**src/rtl/mult_div_unit_ctrl.sv**
```systemverilog
// Multi-cycle multiply/divide sequencer: captures operands on start, returns {hi,lo} with a done flag.
// Latency from start: mul MUL_LATENCY+1 cycles, div 34 cycles, divide-by-zero 1 cycle.
// Backpressure: hold keeps the result presented in DONE; flush abandons any operation in flight.
module mult_div_unit_ctrl #(
    parameter int DATA_WIDTH  = 32,
    parameter int MUL_LATENCY = 2
) (
    input  logic                    clk,
    input  logic                    rst,
    input  logic                    start,
    input  logic                    is_div,
    input  logic                    is_signed,
    input  logic [DATA_WIDTH-1:0]   operand_1,
    input  logic [DATA_WIDTH-1:0]   operand_2,
    input  logic                    flush,
    input  logic                    hold,
    output logic                    busy,
    output logic                    done,
    output logic [2*DATA_WIDTH-1:0] result
);

    localparam int W       = DATA_WIDTH;
    localparam int CNT_MAX = (MUL_LATENCY > W) ? MUL_LATENCY : W;
    localparam int CNT_W   = $clog2(CNT_MAX + 1);

    typedef enum logic [2:0] {S_IDLE, S_MUL, S_DIV, S_FIX, S_DONE} state_t;

    state_t             state_q, state_d;
    logic [CNT_W-1:0]   cnt_q, cnt_d;
    logic [W-1:0]       op_a_q, op_a_d;
    logic [W-1:0]       op_b_q, op_b_d;
    logic               sgn_q, sgn_d;
    logic [W-1:0]       rem_q, rem_d;
    logic [W-1:0]       quo_q, quo_d;
    logic [2*W-1:0]     result_q, result_d;

    logic [W-1:0]       abs_a_in;
    logic [W-1:0]       abs_b;
    logic [W:0]         shifted;
    logic [W:0]         trial;
    logic [2*W-1:0]     ext_a;
    logic [2*W-1:0]     ext_b;
    logic [2*W-1:0]     product;
    logic [W-1:0]       quo_fix;
    logic [W-1:0]       rem_fix;

    // Datapath helpers: magnitudes, divider trial subtraction, full-width product, sign fix-up
    always_comb begin
        abs_a_in = (is_signed && operand_1[W-1]) ? -operand_1 : operand_1;
        abs_b    = (sgn_q && op_b_q[W-1]) ? -op_b_q : op_b_q;
        shifted  = {rem_q, quo_q[W-1]};
        trial    = shifted - {1'b0, abs_b};
        ext_a    = sgn_q ? {{W{op_a_q[W-1]}}, op_a_q} : {{W{1'b0}}, op_a_q};
        ext_b    = sgn_q ? {{W{op_b_q[W-1]}}, op_b_q} : {{W{1'b0}}, op_b_q};
        product  = ext_a * ext_b;
        quo_fix  = (sgn_q && (op_a_q[W-1] ^ op_b_q[W-1])) ? -quo_q : quo_q;
        rem_fix  = (sgn_q && op_a_q[W-1]) ? -rem_q : rem_q;
    end

    // Next-state and register updates; flush overrides everything except reset
    always_comb begin
        state_d  = state_q;
        cnt_d    = cnt_q;
        op_a_d   = op_a_q;
        op_b_d   = op_b_q;
        sgn_d    = sgn_q;
        rem_d    = rem_q;
        quo_d    = quo_q;
        result_d = result_q;
        case (state_q)
            S_IDLE: begin
                if (start) begin
                    op_a_d = operand_1;
                    op_b_d = operand_2;
                    sgn_d  = is_signed;
                    cnt_d  = '0;
                    if (!is_div) begin
                        state_d = S_MUL;
                    end else if (operand_2 == '0) begin
                        // Divide-by-zero short-circuits: dividend in hi, all-ones quotient in lo
                        state_d  = S_DONE;
                        result_d = {operand_1, {W{1'b1}}};
                    end else begin
                        state_d = S_DIV;
                        rem_d   = '0;
                        quo_d   = abs_a_in;
                    end
                end
            end
            S_MUL: begin
                cnt_d = cnt_q + CNT_W'(1);
                if (cnt_q == CNT_W'(MUL_LATENCY - 1)) begin
                    state_d  = S_DONE;
                    result_d = product;
                end
            end
            S_DIV: begin
                cnt_d = cnt_q + CNT_W'(1);
                // When no subtraction happens the shifted remainder is below the divisor, so W bits hold it
                if (!trial[W]) begin
                    rem_d = trial[W-1:0];
                    quo_d = {quo_q[W-2:0], 1'b1};
                end else begin
                    rem_d = shifted[W-1:0];
                    quo_d = {quo_q[W-2:0], 1'b0};
                end
                if (cnt_q == CNT_W'(W - 1)) begin
                    state_d = S_FIX;
                end
            end
            S_FIX: begin
                result_d = {rem_fix, quo_fix};
                state_d  = S_DONE;
            end
            S_DONE: begin
                if (!hold) begin
                    state_d = S_IDLE;
                end
            end
            default: state_d = S_IDLE;
        endcase
        if (flush) begin
            state_d  = S_IDLE;
            result_d = result_q;
        end
    end

    // State register with synchronous active-high reset
    always_ff @(posedge clk) begin
        if (rst) begin
            state_q  <= S_IDLE;
            cnt_q    <= '0;
            op_a_q   <= '0;
            op_b_q   <= '0;
            sgn_q    <= 1'b0;
            rem_q    <= '0;
            quo_q    <= '0;
            result_q <= '0;
        end else begin
            state_q  <= state_d;
            cnt_q    <= cnt_d;
            op_a_q   <= op_a_d;
            op_b_q   <= op_b_d;
            sgn_q    <= sgn_d;
            rem_q    <= rem_d;
            quo_q    <= quo_d;
            result_q <= result_d;
        end
    end

    assign busy   = (state_q != S_IDLE);
    assign done   = (state_q == S_DONE);
    assign result = result_q;

endmodule

```
**config.mk**
```make
export PLATFORM = sky130hd
export DESIGN_NAME = mult_div_unit_ctrl
export DESIGN_NICKNAME = d
export VERILOG_FILES = /design/src/rtl/mult_div_unit_ctrl.sv
export SDC_FILE = /design/constraint.sdc
export NUM_CORES = 2
export LEC_CHECK = 0
export BUFFER_PORTS_ARGS = -buffer_cell sky130_fd_sc_hd__buf_2
export CORE_MARGIN = 1.5
export CORE_UTILIZATION = 35
export DETAILED_ROUTE_END_ITERATION = 8
export SYNTH_ARGS = -nofsm -noshare
export SYNTH_HDL_FRONTEND = slang
export SYNTH_SLANG_ARGS = --single-unit
```
**constraint.sdc**
```tcl
create_clock -name clk -period 9.6 [get_ports clk]
set_input_delay 1.44 -clock clk [delete_from_list [all_inputs] [get_ports clk]]
set_output_delay 1.44 -clock clk [all_outputs]
set_load 0.01 [all_outputs]
```
==> summary.md <==
| Metric | Value |
|---|---|
| Async set or reset register ratio after synthesis | `0%` |
| Net count, final | `8641` |
| Starting density of the core | `35.2%` |
| Syn Std Cell Area | `60500 um^2` |
| CTS hold repair buffers | `0` |
| Hold Vio Cnt, Final | `0` |
| Slew @ Worst Pin | `1.35 ns` |
| Max-cap violations | `0` |
| Hold Path Class | `flip-flop to flip-flop` |
| Number of flops mapped to enable cells by yosys | `0` |
| Slew HR | `9.97%` |
| WL/cell | `roughly 21 um` |
| Die width | `419 um` |
| Vias per cell | `5.04` |
| Vias in the first global route | `49300` |
| Flops & latches, synth | `202` |
| Design Area, Final | `between 60000 and 70000 um^2` |
| Layout cell share with drive strength beyond 1 | `6.02%` |
| CTS tree | `yes` |
| Worst setup SP type | `flip-flop` |
| Outcome | `completed` |
| H-tree Lvls | `1` |
| DRC viols | `0` |
| DRT Pass-1 Iters | `6` |
| Total Routed Length | `196000 um` |
| Max-slew violations | `0` |
| CTS buffer count | `25` |
| CP max stage delay | `0.62 ns` |
| Leakage power | `32.5 nW` |
| Die ar. | `175000 um^2` |
| Yosys synthesis warning count | `0` |
| Hpwl dp | `160000 um` |
| Worst Setup Path Type | `flip-flop to flip-flop` |
| Critical path fanouts, max | `14` |
| CTS sink count | `just over 200` |
| Crit-path most repeated cell | `fa_1` |
| Placed inst area | `64300 um^2` |
| Worst vdd ir | `0.133 mV` |
| Fmax | `between 100 and 150 MHz` |
| Avg Synthesized Cell Area | `8.84 um^2` |
| Setup TNS | `0 ns` |
| Top Ports | `between 100 and 150` |
| Area Growth Syn to Fin | `7.82%` |
| Largest net degree at the start of global routing | `between 100 and 150` |
| FP Rows | `152` |
| Sequential area share after synthesis | `6.68%` |
| Pwr Density | `77.8 nW/um^2` |
| Routability Congestion | `0.942` |
| Synth unique cells | `78` |
| IO Port Bufs | `about 140` |
| Data arrival time of the critical path | `between 9 and 10 ns` |
| Core area | `172000 um^2` |
| Critical Path RT | `~10 ns` |
| Syn Nets | `8682` |
| Final Skew | `approximately 0.03 ns` |
| Detailed Route Iter0 Violations | `3378` |
| Vert. Die Dim | `419 um` |
| Final period util | `96.2%` |
| Cell count after synthesis | `6844` |
| Total Routing Usage GR | `22.9%` |
| GRT overflow | `0` |
| Fill cells | `17500` |
| Root buffer cell | `clkbuf_16` |
| Clock Tree Buf Depth | `3` |
| Critical Path Sink Type | `flip-flop` |
| RSZ-0062 raised after global routing | `no` |
| Final antenna-violating net count | `0` |
| First-pass GRT wire length | `304000 um` |
| Main flop type after synthesis | `dfxtp_1` |
| Min Tclk post-route | `9.24 ns` |
| Clk_lat worst skew | `0.57 ns` |
| # setup viols final | `0` |
| Initial antenna violation count | `10` |
| Worst-path clk slew | `0.06 ns` |
| Vias | `46100` |
| Slowest CP cell | `dfxtp_1` |
placed cells by master (no fill, tap or decap), types with 9 or more instances in the layout:
cell and n:
inv_1 1564, fa_1 1418, nand2_1 833, and2_1 576, ha_1 347, a21oi_1 284, nor2_1 234, dfxtp_1 188
xnor2_1 162, buf_4 149, buf_2 135, o21ai_0 117, xor2_1 87, nor3_1 64, a21o_1 53, a211oi_1 43
and3_1 41, o211ai_1 38, nand3_1 33, mux2i_1 28, o31ai_1 25, clkbuf_16 25, buf_12 24, nand2b_1 22
nor4_1 22, o21ai_1 22, a31oi_1 19, o21a_1 18, o22ai_1 16, nor2b_1 15, nand4_1 13, a221oi_1 13
dfxtp_2 12, or3_1 11, a311oi_1 11, o21bai_1 9
cell usage after synthesis (all sizes together), types with 15 or more instances:
master / number / area (um^2)
and3: 41 / 257
nand3: 33 / 165
a211oi: 43 / 323
a21oi: 286 / 1440
xnor2: 163 / 1440
inv: 1564 / 5870
ha: 347 / 4340
xor2: 87 / 762
fa: 1420 / 28400
nor3: 66 / 340
nand2: 836 / 3140
and2: 578 / 3620
nand2b: 22 / 138
o21ai: 141 / 706
clkbuf: 332 / 1250
dfxtp: 202 / 4040
buf: 46 / 186
a21o: 53 / 398
nor2: 238 / 896
o31ai: 30 / 259
o211ai: 38 / 285
a31oi: 21 / 144
nor4: 25 / 175
mux2i: 28 / 280
nor2b: 15 / 93.8
o21a: 19 / 143
o22ai: 16 / 100
final timing paths:
path | slack (ns) | depth (start not counted) | from | endpoint
max | 0.36 | 29 | op_b_q[3] | result[54]
min | 0.45 | 2 | result[34] | result[34]
max reg2reg | 0.36 | 29 | op_b_q[3] | result[54]
min reg2reg | 0.45 | 2 | result[34] | result[34]
cell families after synthesis:
kind of cell    Yosys count  share of synthesized area, %
fa+ha+maj              1771                          54.2
mux                      29                         0.482
compound gates          743                          7.70
buf+inv                1942                          12.1
flops                   202                          6.68
xor+xnor                250                          3.63
simple gates           1907                          15.2
layout make-up:
class | count | area, um^2 | share of cell area [%]
antenna | 3 | 7.51 | 0.0115
sequential | 202 | 4070 | 6.23
clock buffer | 33 | 696 | 1.07
inverter | 1564 | 5870 | 9.00
multi-input combinational | 4700 | 49200 | 75.5
tap | 2310 | 2890 | 4.43
timing repair buffer | 310 | 2300 | 3.52
clock inverter | 13 | 181 | 0.278
power breakdown:
part           internal, mW  switching [mW]
combinational          1.08            1.98
clock                 0.619           0.422
sequential            0.882          0.0943
total                  2.58            2.49
timing repair:
item,CTS,global route
resized for setup,0,14
buffers inserted,0,0
setup endpoints to repair,0,20
sequential cells by signal (all words and copies together), names as in the netlist:
register / cells
result: 64
op_a_q: 32
op_b_q: 32
quo_q: 32
rem_q: 32
cnt_q: 6
state_q: 3
sgn_q: 1
layer usage:
layer  wire (um)  track usage [%]  vias up
met4        9510             9.13        0
met2       94800             38.6     1432
met1       80700             30.3    24000
li1            -                -    20300
met3       10900             1.81      333
met5           0                0        -
worst max-delay path: cells and delay by family, from the launching register on:
kind                     cells  cell delay, ns
AO/OA/AOI/OAI                7            2.33
AND/OR/NAND/NOR              4            0.40
buffers and inverters        6            0.60
XOR/XNOR                     1            0.15
flip-flops                   1            0.62
adder cells (fa/ha/maj)     11            4.94
stage by stage:
step                      util [%]  instances  hold slack, ns  worst slack, ns  power, mW
after CTS                     38.0       9132           0.451            0.182       5.09
after floorplan                  -       6844           0.462           0.0464       2.89
after global placement        37.4       9086           0.441            0.293       4.01
final                         38.0       9135           0.455            0.363       5.08
after global routing          38.0       9132           0.472          0.00981       5.44
after detailed placement      37.4       9086           0.443            0.236       4.02
Power figures use the tool's default switching activity.
